<file path="src/rtl/sha2_stream_ctrl.sv">
// Sequences one 16-word message load into the SHA-2 accelerator and streams
// the digest back out. Latency: accept -> first digest word is
// RST_CYCLES + 1 + N_WORDS + core latency + 2 cycles when the message never stalls.
// Backpressure: the message stream stalls via o_msg_ready, and the digest stream
// holds o_dig_data/o_dig_valid until i_dig_ready.
//
// Ports:
//   i_clk, i_rst                   clock, asynchronous active-high reset
//   i_cmd_*, o_cmd_ready           per-message command (mode, length in bits)
//   i_msg_*, o_msg_ready           64-bit message word stream
//   o_dig_*, i_dig_ready           digest word stream, MS word first, last flag
//   o_busy, o_error                activity, sticky core-timeout flag
//   o_sha_*, i_sha_*               accelerator control/address/data interface
module sha2_stream_ctrl #(
  parameter int N_WORDS    = 16,
  parameter int RST_CYCLES = 2,
  parameter int TIMEOUT    = 1024
) (
  input  logic        i_clk,
  input  logic        i_rst,
  input  logic        i_cmd_valid,
  output logic        o_cmd_ready,
  input  logic [1:0]  i_cmd_mode,
  input  logic [63:0] i_cmd_length,
  input  logic        i_msg_valid,
  output logic        o_msg_ready,
  input  logic [63:0] i_msg_data,
  output logic        o_dig_valid,
  input  logic        i_dig_ready,
  output logic [63:0] o_dig_data,
  output logic        o_dig_last,
  output logic        o_busy,
  output logic        o_error,
  output logic [7:0]  o_sha_control,
  output logic [4:0]  o_sha_add,
  output logic [63:0] o_sha_data,
  input  logic [63:0] i_sha_data_out,
  input  logic        i_sha_end_op
);

  localparam int RCW = (RST_CYCLES > 1) ? $clog2(RST_CYCLES + 1) : 1;
  localparam int TW  = $clog2(TIMEOUT + 1);

  localparam logic [1:0] OP_RST   = 2'b00;
  localparam logic [1:0] OP_LEN   = 2'b01;
  localparam logic [1:0] OP_LOAD  = 2'b10;
  localparam logic [1:0] OP_START = 2'b11;

  typedef enum logic [2:0] {
    S_IDLE,
    S_CRST,
    S_LEN,
    S_LOAD,
    S_START,
    S_READ,
    S_OUT,
    S_DONE
  } state_t;

  state_t state_q, state_d;

  logic [1:0]     mode_q;
  logic [63:0]    len_q;
  logic [RCW-1:0] rst_cnt;
  logic [4:0]     word_cnt;
  logic [TW-1:0]  tmo_cnt;
  logic [2:0]     dig_idx;
  logic [2:0]     dig_max;
  logic           rd_wait;
  logic           last_word;

  logic cmd_fire, msg_fire, dig_fire, timeout_hit;

  // Index of the final digest word for the latched mode.
  always_comb begin
    dig_max = 3'd7;
    case (mode_q)
      2'b00:   dig_max = 3'd7;
      2'b01:   dig_max = 3'd5;
      2'b10:   dig_max = 3'd7;
      2'b11:   dig_max = 3'd3;
      default: dig_max = 3'd7;
    endcase
  end

  assign last_word   = (dig_idx == dig_max);
  assign o_cmd_ready = (state_q == S_IDLE);
  assign o_msg_ready = (state_q == S_LOAD);
  assign o_busy      = (state_q != S_IDLE);

  always_ff @(posedge i_clk or posedge i_rst) begin
    if (i_rst) state_q <= S_IDLE;
    else       state_q <= state_d;
  end

  always_comb begin
    state_d     = state_q;
    cmd_fire    = 1'b0;
    msg_fire    = 1'b0;
    dig_fire    = 1'b0;
    timeout_hit = 1'b0;
    case (state_q)
      S_IDLE: begin
        if (i_cmd_valid) begin
          cmd_fire = 1'b1;
          state_d  = S_CRST;
        end
      end
      S_CRST: begin
        if (rst_cnt == RCW'(RST_CYCLES - 1)) state_d = S_LEN;
      end
      S_LEN: state_d = S_LOAD;
      S_LOAD: begin
        if (i_msg_valid) begin
          msg_fire = 1'b1;
          if (word_cnt == 5'(N_WORDS - 1)) state_d = S_START;
        end
      end
      S_START: begin
        if (i_sha_end_op) begin
          state_d = S_READ;
        end else if (tmo_cnt == TW'(TIMEOUT - 1)) begin
          timeout_hit = 1'b1;
          state_d     = S_IDLE;
        end
      end
      S_READ: begin
        if (rd_wait) state_d = S_OUT;
      end
      S_OUT: begin
        if (i_dig_ready) begin
          dig_fire = 1'b1;
          state_d  = last_word ? S_DONE : S_READ;
        end
      end
      S_DONE:  state_d = S_IDLE;
      default: state_d = S_IDLE;
    endcase
  end

  always_ff @(posedge i_clk or posedge i_rst) begin
    if (i_rst) begin
      mode_q        <= 2'b00;
      len_q         <= '0;
      rst_cnt       <= '0;
      word_cnt      <= '0;
      tmo_cnt       <= '0;
      dig_idx       <= '0;
      rd_wait       <= 1'b0;
      o_error       <= 1'b0;
      o_dig_valid   <= 1'b0;
      o_dig_data    <= '0;
      o_dig_last    <= 1'b0;
      o_sha_control <= 8'h00;
      o_sha_add     <= '0;
      o_sha_data    <= '0;
    end else begin
      case (state_q)
        S_IDLE: begin
          if (cmd_fire) begin
            mode_q        <= i_cmd_mode;
            len_q         <= i_cmd_length;
            o_error       <= 1'b0;
            rst_cnt       <= '0;
            o_sha_control <= {4'h0, i_cmd_mode, OP_RST};
          end
        end
        S_CRST: begin
          rst_cnt <= rst_cnt + 1'b1;
          if (state_d == S_LEN) begin
            o_sha_control[1:0] <= OP_LEN;
            o_sha_add          <= '0;
            o_sha_data         <= len_q;
          end
        end
        S_LEN: begin
          o_sha_control[1:0] <= OP_LOAD;
          word_cnt           <= '0;
          tmo_cnt            <= '0;
        end
        S_LOAD: begin
          // The word goes out on the registered bus the cycle after it is
          // accepted; add/data otherwise hold their last value.
          if (msg_fire) begin
            o_sha_add  <= word_cnt;
            o_sha_data <= i_msg_data;
            word_cnt   <= word_cnt + 1'b1;
          end
        end
        S_START: begin
          // op only turns to START here, so the final word keeps op=LOAD for
          // the first START cycle and the core still writes it.
          o_sha_control[1:0] <= OP_START;
          tmo_cnt            <= tmo_cnt + 1'b1;
          if (state_d == S_READ) begin
            dig_idx   <= '0;
            o_sha_add <= '0;
            rd_wait   <= 1'b0;
          end else if (timeout_hit) begin
            o_error            <= 1'b1;
            o_sha_control[1:0] <= OP_RST;
          end
        end
        S_READ: begin
          // First cycle presents the address, second sees the core's
          // registered read data.
          rd_wait <= ~rd_wait;
          if (rd_wait) begin
            o_dig_data  <= i_sha_data_out;
            o_dig_valid <= 1'b1;
            o_dig_last  <= last_word;
          end
        end
        S_OUT: begin
          if (dig_fire) begin
            o_dig_valid <= 1'b0;
            o_dig_last  <= 1'b0;
            if (last_word) begin
              o_sha_control[1:0] <= OP_RST;
            end else begin
              dig_idx   <= dig_idx + 1'b1;
              o_sha_add <= {2'b00, dig_idx + 3'd1};
            end
          end
        end
        S_DONE: begin
          // op already back at reset code; nothing else to update.
        end
        default: begin
        end
      endcase
    end
  end

endmodule

</file>
<file path="config.mk">
export PLATFORM = sky130hd
export DESIGN_NAME = sha2_stream_ctrl
export DESIGN_NICKNAME = d
export VERILOG_FILES = /design/src/rtl/sha2_stream_ctrl.sv
export SDC_FILE = /design/constraint.sdc
export NUM_CORES = 1
export LEC_CHECK = 0
export CAP_MARGIN = 20
export CORE_ASPECT_RATIO = 1.4
export CORE_MARGIN = 10
export CORE_UTILIZATION = 35
export CTS_CLUSTER_DIAMETER = 100
export DETAILED_ROUTE_END_ITERATION = 6
export GPL_ROUTABILITY_DRIVEN = 0
export PLACE_DENSITY = 0.68
export SYNTH_ARGS = -nofsm -noshare
export SYNTH_HDL_FRONTEND = slang
export SYNTH_SLANG_ARGS = --single-unit
export TNS_END_PERCENT = 1
</file>
<file path="constraint.sdc">
create_clock -name i_clk -period 10.63 [get_ports i_clk]
set_input_delay 1.063 -clock i_clk [delete_from_list [all_inputs] [get_ports i_clk]]
set_output_delay 1.063 -clock i_clk [all_outputs]
set_load 0.05 [all_outputs]
</file>
==> metrics.yaml, run 1 <==
run_status:
  run_status: "finished clean"
grt:
  grtUsageTotal: 0.151
  overflow: 0
  grt_max_degree: 117
  grt_pass1_vias: 7355
  grt_pass1_wl_um: 42800
  antenna_found_initial: 1
yosys:
  synth_top_cell_area_share: 0.591
  synth_area_per_cell_um2: 12.8
  postSynth.topFlopCell: "dfrtp_1"
  ys_seq_area_frac: 0.591
  synth_edf_count: 0
  syn_inst: 756
  async_flop_share: 1.00
  ys_top_cells_by_count: "dfrtp_1 (229), mux2_2 (132), nand2_1 (91)"
  synth_seq_cells: 229
  yosysTopAreaCell: "dfrtp_1"
  synth_area_um2: 9700
  ys_types: 54
  yosysWarningCount: 0
  synthTopCellsByArea: "dfrtp_1 (59%), mux2_2 (15%), mux2i_1 (7.1%)"
  synthMostInstantiatedCell: "dfrtp_1"
sta:
  finalSetupViolCount: 0
  setup_tns_ns: 0
  rsz0062_at_grt: "no"
  finClkSkew_ns: 0.0135
  finalHoldViolCount: 0
  worst_slew_pin_slew_ns: 1.03
  maxSlewViolCount: 0
  max-slew-margin-rel: 0.315
  fmax_ghz: 0.248
  period_minus_slack_ns: 4.03
  period_share: 0.379
layout:
  nets: 1290
  fillers: 2424
  drive_gt1_frac: 0.179
  fin_util: 0.516
  area_delta_synth_final_pct: 46.2
  multi_input_area_um2: 3700
  ff_latch_area_um2: 5730
power:
  ir_drop_mv: 0.146
  power.share.switching: 0.404
  leakagePower_nw: 6.47
  seq_power_share: 0.342
  p_per_area_nw_per_um2: 270
  p_comb_frac: 0.440
  internal_power_w: 0.00229
  switchingPower_w: 0.00155
  power_frac_clock: 0.218
worst_setup_path:
  worstSetupPathType: "reg -> out"
  crit_family: "buffers and inverters"
  slowest_stage: "clkdlybuf4s50_1"
  cp_max_fo: 36
  critPathCaptureType: "output pin"
  worstPathBufferInverterCount: 1
  cpPeakStageDelay_ns: 0.97
  worstSetupStartpointType: "flip-flop"
  arrival_ns: 2.97
  required_ns: 9.57
  crit_chain: "nand2_2 > nor2_8 > clkdlybuf4s50_1"
cts:
  cts_setup_buffers: 0
  cts_resized: 0
  cts_buffers: 24
  insertion_delay_ns: 0.51
  clock-sinks: 229
  clock_path_buffers: 3
  cts_max_level: 1
  cts_tree: "done"
  clk_pin_slew_ns: 0.06
  hold_buffers: 0
  cts-root-buf: "clkbuf_16"
floorplan:
  rows: 72
  die_w_um: 161
  core_um2: 27500
  num_io_pins: 347
  die_y_um: 217
  die_area_um2: 34900
  initial_utilization: 0.353
place:
  dp_hpwl_um: 20100
  io_buffers: 342
route:
  drc: 0
  drt-initial-drc-count: 377
  wire_per_inst_um: 18.6
  ant_nets: 0
  post_drt_via_cell_ratio: 4.69
  vias: 6900
  wirelength_um: 27400
  drt_first_pass_iters: 4
worst_hold_path:
  worstHoldPathType: "reg -> reg"
flow_run:
  cap_violations: 0
-- power groups by stage --
stage / sequential, W / combinational (W) / clock (W)
after CTS: 0.00131 / 0.00171 / 0.000866
after detailed placement: 0.00133 / 0.00171 / 0
after global routing: 0.00135 / 0.00179 / 0.000895
after global placement: 0.00132 / 0.00169 / 0
final: 0.00131 / 0.00169 / 0.000837
after floorplan: 0.00190 / 0.000534 / 0
-- area by class of cell --
cell class | instances | share of cell area
tap | 370 | 0.0326
inverter | 8 | 0.00265
timing repair buffer | 346 | 0.243
multi-input combinational | 476 | 0.261
clock buffer | 35 | 0.0524
antenna | 2 | 0.000353
clock inverter | 5 | 0.00353
sequential | 229 | 0.404
-- worst min-delay path, stage by stage (launching register included) --
cell     delay, ns
dfrtp_1       0.34
nand2_1       0.04
o21ai_0       0.06
-- flip-flops by register name, summed over array words and instances (netlist names), 2 cells and up --
name,flops
o_sha_control,4
o_sha_add,5
tmo_cnt,11
state_q,3
o_sha_data,64
rst_cnt,2
dig_idx,3
word_cnt,5
o_dig_data,64
len_q,64
-- stage by stage --
stage	setup WS (ns)	hold WS [ns]	cells	total power [W]	instance area, um2
floorplan	3.29	0.450	759	0.00244	9710
global placement	6.84	0.460	1429	0.00301	13400
detailed placement	6.83	0.469	1429	0.00304	13400
CTS	6.56	0.482	1469	0.00389	14200
global route	6.44	0.502	1470	0.00404	14200
finish	6.60	0.475	1471	0.00384	14200
-- cells in the final DEF (no fill, tap or decap), drive strengths merged, types with 2 or more instances in the layout --
cell,n
nor2b,3
inv,8
a211oi,2
mux2,135
ha,5
conb,4
mux2i,69
clkdlybuf4s50,342
a31oi,2
buf,4
nand3b,2
xor2,2
dfrtp,229
clkinv,4
clkbuf,35
nand3,13
or2b,2
and2b,2
diode,2
a221o,2
and2,3
nand4,3
nor3,3
a21oi,6
nand2,94
o21ai,87
nor2,16
-- logic make-up (layout without fill, tap and decap cells) --
logic type      after synthesis  in the layout  synth area share
simple gates                152            152            0.0762
compound gates              108            108            0.0638
mux                         204            204             0.229
xor+xnor                      3              3           0.00271
flops                       229            229             0.591
buf+inv                      54            394            0.0308
other cells                   1              6          0.000386
fa+ha+maj                     5              5           0.00645
-- layer usage --
layer	GRT usage	up-vias	wire, um
li1	-	3289	-
met1	0.168	3324	10600
met2	0.268	253	13900
met3	0.0538	34	2400
met4	0.0389	0	539
met5	0	-	0
-- path summary, 6_finish.rpt --
| path | startpoint | end | slack, ns | cells past startpoint |
|---|---|---|---|---|
| setup / recovery | state_q[0] | o_msg_ready | 6.60 | 3 |
| hold / removal | o_sha_data[33] | o_sha_data[33] | 0.47 | 2 |
| setup reg to reg | state_q[0] | o_sha_data[57] | 7.93 | 5 |
| hold reg to reg | o_sha_data[33] | o_sha_data[33] | 0.47 | 2 |
| max in group asynchronous | i_rst | tmo_cnt[1] | 7.48 | 4 |
| min in group asynchronous | i_rst | o_dig_data[34] | 1.11 | 2 |
(Power assumes the default switching activity.)
==> inputs of run 2 (changes only) <==
--- a/config.mk
+++ b/config.mk
@@ -12,7 +12,7 @@
 export CTS_CLUSTER_DIAMETER = 100
 export DETAILED_ROUTE_END_ITERATION = 6
 export GPL_ROUTABILITY_DRIVEN = 0
-export PLACE_DENSITY = 0.68
+export PLACE_DENSITY = 0.71
 export SYNTH_ARGS = -nofsm -noshare
 export SYNTH_HDL_FRONTEND = slang
 export SYNTH_SLANG_ARGS = --single-unit
==> constraint.sdc (replaced) <==
create_clock -name i_clk -period 3.2 [get_ports i_clk]
set_input_delay 0.32 -clock i_clk [delete_from_list [all_inputs] [get_ports i_clk]]
set_output_delay 0.32 -clock i_clk [all_outputs]
set_load 0.05 [all_outputs]
==> run 2 against run 1 <==
Against the previous run:
- clock power rose to 3.3 times the previous value
- hold slack got worse by 0.24 ns
- largest power group unchanged
- global-route usage rose by 0.42 points
- core utilization is 0.50 points higher
- sequential cell count did not move
- cell area up 0.97%
- critical path type unchanged
- register-to-register slack got worse by 7.1 ns
- via count up 1.5%
- worst setup slack lost 6.3 ns
- critical path depth shrank 1
- sequential share of layout area decreased by 0.39 points
==> metrics.yaml, run 2 (same netlist as run 1, synthesis figures left out) <==
power:
  total_power_w: 0.0129
  p_per_area_nw_per_um2: 898
  leakagePower_nw: 6.52
  ir_drop_mv: 0.526
cts:
  cts-root-buf: "clkbuf_16"
  cts_tree: "done"
  cts_resized: 0
  clock_path_buffers: 3
  hold_buffers: 0
  clock-sinks: 229
  clk_pin_slew_ns: 0.06
  cts_buffers: 24
  insertion_delay_ns: 0.52
  cts_max_level: 1
  cts_setup_buffers: 0
floorplan:
  die_y_um: 217
  initial_utilization: 0.353
  core_um2: 27500
  die_w_um: 161
  die_area_um2: 34900
  rows: 72
  num_io_pins: 347
layout:
  stdcell_count: 1481
  fin_area_um2: 14300
  final_cell_mix: "clkdlybuf4s50_1 (341), dfrtp_1 (229), mux2_2 (132)"
  area_delta_synth_final_pct: 47.6
  final_common_cell: "clkdlybuf4s50_1"
  drive_gt1_frac: 0.180
  top_regs: "len_q: 64 flops, o_dig_data: 64 flops, o_sha_data: 64 flops"
  nets: 1297
  fin_util: 0.521
place:
  place_ws_ns: 0.777
  dp.cells: 1436
  postPlaceCellArea_um2: 13500
  io_buffers: 342
  dp_hpwl_um: 21300
grt:
  grtUsageTotal: 0.155
  grt_max_degree: 130
  met2_usage: 0.282
  grt_pass1_wl_um: 43600
  grt_pass1_vias: 7440
  overflow: 0
  grt_use_met1: 0.163
  met3_usage: 0.0570
  top_usage_layer: "met2"
  antenna_found_initial: 2
route:
  drt_first_pass_iters: 4
  vias: 7006
  ant_nets: 0
  drc: 0
  wire_per_inst_um: 18.9
  post_drt_via_cell_ratio: 4.73
  drt-initial-drc-count: 192
  wirelength_um: 28000
sta:
  finalHoldViolCount: 0
  fmax_ghz: 0.350
  setup_ws_ns: 0.341
  rsz0062_at_grt: "no"
  period_share: 0.894
  maxSlewViolCount: 0
  finalSetupViolCount: 0
  worst_slew_pin_slew_ns: 0.721
  max-slew-margin-rel: 0.520
  period_minus_slack_ns: 2.86
  finClkSkew_ns: 0.0131
flow_run:
  cap_violations: 0
worst_setup_path:
  arrival_ns: 2.54
  critPathLaunch: "state_q[2]"
  worstSetupPathType: "reg -> out"
  worstSetupStartpointType: "flip-flop"
  r2r-start: "state_q[2]"
  required_ns: 2.88
  critPathCaptureType: "output pin"
  cp_max_fo: 17
worst_hold_path:
  worstHoldPathType: "in -> async"
run_status:
  run_status: "finished clean"
## run 2: report_power, final
group          switching (W)  total [W]  internal (W)
clock network        0.00114    0.00279       0.00165
logic                0.00354    0.00571       0.00217
registers           0.000539    0.00437       0.00383
## run 2: final timing paths
kind,end,slack [ns],depth (start not counted)
setup / recovery,o_cmd_ready,0.34,2
hold / removal,o_sha_data[49],0.23,2
setup reg to reg,len_q[62],0.82,4
hold reg to reg,o_sha_data[5],0.48,2
max in group asynchronous,len_q[6],2.15,3
min in group i_clk,len_q[41],0.41,2
## run 2: layout make-up
cell class	instances	area, um2
well taps	370	463
clock buffers	37	691
inverters	8	33.8
diodes	2	5.00
flip-flops and latches	229	5730
clock inverters	6	93.8
fillers	2386	13200
repair buffers	353	3600
multi-input cells	476	3700
## run 2: metal layers
layer	vias to the layer above	share of wire
met5	-	0
met4	0	0.023
met3	38	0.092
met2	256	0.52
met1	3399	0.36
li1	3313	-
## run 2: per-stage QoR
step	setup TNS (ns)	hold slack, ns
6_report	0	0.234
5_1_grt	0	0.283
4_1_cts	0	0.236
3_5_place_dp	0	0.469
3_3_place_gp	0	0.460
2_1_floorplan	-26.10	0.433
## run 2: critical path, cell delays in order (launching register included)
cell	delay (ns)
dfrtp_1	0.64
nor3_1	0.47
clkdlybuf4s50_1	0.90
==> inputs of run 3 (changes only) <==
--- a/config.mk
+++ b/config.mk
@@ -7,12 +7,13 @@
 export LEC_CHECK = 0
 export CAP_MARGIN = 20
 export CORE_ASPECT_RATIO = 1.4
-export CORE_MARGIN = 10
+export CORE_MARGIN = 3
 export CORE_UTILIZATION = 35
 export CTS_CLUSTER_DIAMETER = 100
 export DETAILED_ROUTE_END_ITERATION = 6
 export GPL_ROUTABILITY_DRIVEN = 0
 export PLACE_DENSITY = 0.71
+export SLEW_MARGIN = 10
 export SYNTH_ARGS = -nofsm -noshare
 export SYNTH_HDL_FRONTEND = slang
 export SYNTH_SLANG_ARGS = --single-unit
==> run 3 against run 2 <==
Against the previous run:
- final cell count fell by 0.20%
- sequential share of layout area fell by 0.22 points
- largest cell class unchanged
- fmax rose by 6.0%
- sequential power barely moved
==> metrics.yaml, run 3 (same netlist as run 1, synthesis figures left out) <==
run_status:
  run_status: "finished clean"
cts:
  insertion_delay_ns: 0.52
  clock_path_buffers: 3
  cts-root-buf: "clkbuf_16"
  clk_pin_slew_ns: 0.06
  cts_setup_buffers: 0
  clock-sinks: 229
  cts_buffers: 25
  cts_resized: 0
  cts_tree: "done"
  cts_max_level: 1
  hold_buffers: 0
power:
  p_comb_frac: 0.433
  leakagePower_nw: 6.57
  power.share.switching: 0.399
  seq_power_share: 0.336
  internal_power_w: 0.00784
  p_per_area_nw_per_um2: 905
  power_frac_clock: 0.231
  switchingPower_w: 0.00519
  ir_drop_mv: 0.519
grt:
  antenna_found_initial: 1
  grtUsageTotal: 0.167
  overflow: 0
  grt_pass1_vias: 7602
  grt_pass1_wl_um: 40700
  grt_max_degree: 130
route:
  vias: 7028
  post_drt_via_cell_ratio: 4.76
  ant_nets: 0
  drc: 0
  wire_per_inst_um: 17.1
  drt_first_pass_iters: 4
  wirelength_um: 25300
  drt-initial-drc-count: 234
layout:
  top_regs: "len_q: 64 flops, o_dig_data: 64 flops, o_sha_data: 64 flops"
  final_cell_mix: "clkdlybuf4s50_1 (341), dfrtp_1 (229), mux2_2 (132)"
  fillers: 2381
  final_common_cell: "clkdlybuf4s50_1"
  antenna_cells: 0
  drive_gt1_frac: 0.188
  stdcell_count: 1478
  fin_util: 0.532
  nets: 1301
  area_delta_synth_final_pct: 48.4
place:
  dp_hpwl_um: 18400
  io_buffers: 342
  dp.cells: 1434
worst_setup_path:
  slowest_stage: "clkdlybuf4s50_1"
  cp_max_fo: 16
  rrSetupSlack_ns: 0.93
  r2r-start: "state_q[0]"
  critPathCaptureType: "output pin"
  worstSetupPathType: "reg -> out"
  required_ns: 2.88
  worstSetupStartpointType: "flip-flop"
  crit_chain: "nor3_1 > clkdlybuf4s50_1"
  worstPathBufferInverterCount: 1
  critPathLaunch: "state_q[0]"
  crit_family: "buffers and inverters"
  cpPeakStageDelay_ns: 0.89
  arrival_ns: 2.38
sta:
  period_minus_slack_ns: 2.70
  rsz0062_at_grt: "no"
  finalSetupViolCount: 0
  finalHoldWorstSlack_ns: 0.305
  maxSlewViolCount: 0
  period_share: 0.843
  finClkSkew_ns: 0.0109
  finalHoldViolCount: 0
  setup_tns_ns: 0
  worst_slew_pin_slew_ns: 0.825
  max-slew-margin-rel: 0.449
  fmax_ghz: 0.371
floorplan:
  die_w_um: 147
  num_io_pins: 347
  die_y_um: 203
  die_area_um2: 29800
  rows: 71
  core_um2: 27100
  initial_utilization: 0.358
flow_run:
  cap_violations: 0
worst_hold_path:
  worstHoldPathType: "in -> async"
-- run 3: cell types whose count changed in the layout (fill, tap and decap cells not counted) --
cell / before / now
clkbuf_8: 2 / 4
inv_8: 0 / 1
diode_2: 2 / 0
clkinv_8: 1 / 0
clkbuf_1: 10 / 5
inv_6: 0 / 1
clkinvlp_4: 2 / 3
buf_4: 4 / 8
bufinv_16: 2 / 4
buf_12: 8 / 7
-- run 3: power by group through the flow --
stage | Sequential (W) | Clock (W) | Combinational (W)
after global routing | 0.00451 | 0.00324 | 0.00600
after floorplan | 0.00632 | 0 | 0.00177
after CTS | 0.00439 | 0.00312 | 0.00572
final | 0.00437 | 0.00302 | 0.00564
after detailed placement | 0.00443 | 0 | 0.00571
after global placement | 0.00439 | 0 | 0.00564
-- run 3: path summary, 6_finish.rpt --
path                               endpoint  cells past startpoint
max                             o_cmd_ready                      2
min                        o_sha_control[0]                      2
max reg2reg                       len_q[51]                      4
min reg2reg                  o_sha_data[51]                      2
max in group asynchronous    o_dig_data[27]                      3
min in group i_clk                len_q[30]                      2
-- run 3: routing by layer --
metal  up-vias  wire, um  global-route usage
li1       3316         -                   -
met1      3385      9520               0.189
met2       273     12900               0.298
met3        52      2150              0.0522
met4         2       727              0.0548
met5         -        13                   0
-- run 3: worst reg2reg max path: cells and delay by family (launching register included) --
kind / cells / cell delay (ns)
flops: 1 / 0.55
simple gates: 2 / 0.96
buf+inv: 1 / 0.30
mux: 1 / 0.35
-- run 3: final cells by class --
| class | instances | area, um2 | area share |
|---|---|---|---|
| clock buffer | 34 | 699 | 0.0486 |
| clock inverter | 10 | 165 | 0.0115 |
| inverter | 8 | 33.8 | 0.00235 |
| multi-input combinational | 476 | 3700 | 0.257 |
| sequential | 229 | 5730 | 0.398 |
| tap | 365 | 457 | 0.0317 |
| timing repair buffer | 356 | 3610 | 0.251 |
-- run 3: stage by stage --
stage | total power, W | instance area [um2] | setup WS [ns]
final | 0.0130 | 14400 | 0.503
after global routing | 0.0138 | 14400 | 0.385
after CTS | 0.0132 | 14400 | 0.451
after detailed placement | 0.0101 | 13500 | 0.821
after global placement | 0.0100 | 13500 | 0.850
after floorplan | 0.00809 | 9720 | -0.114
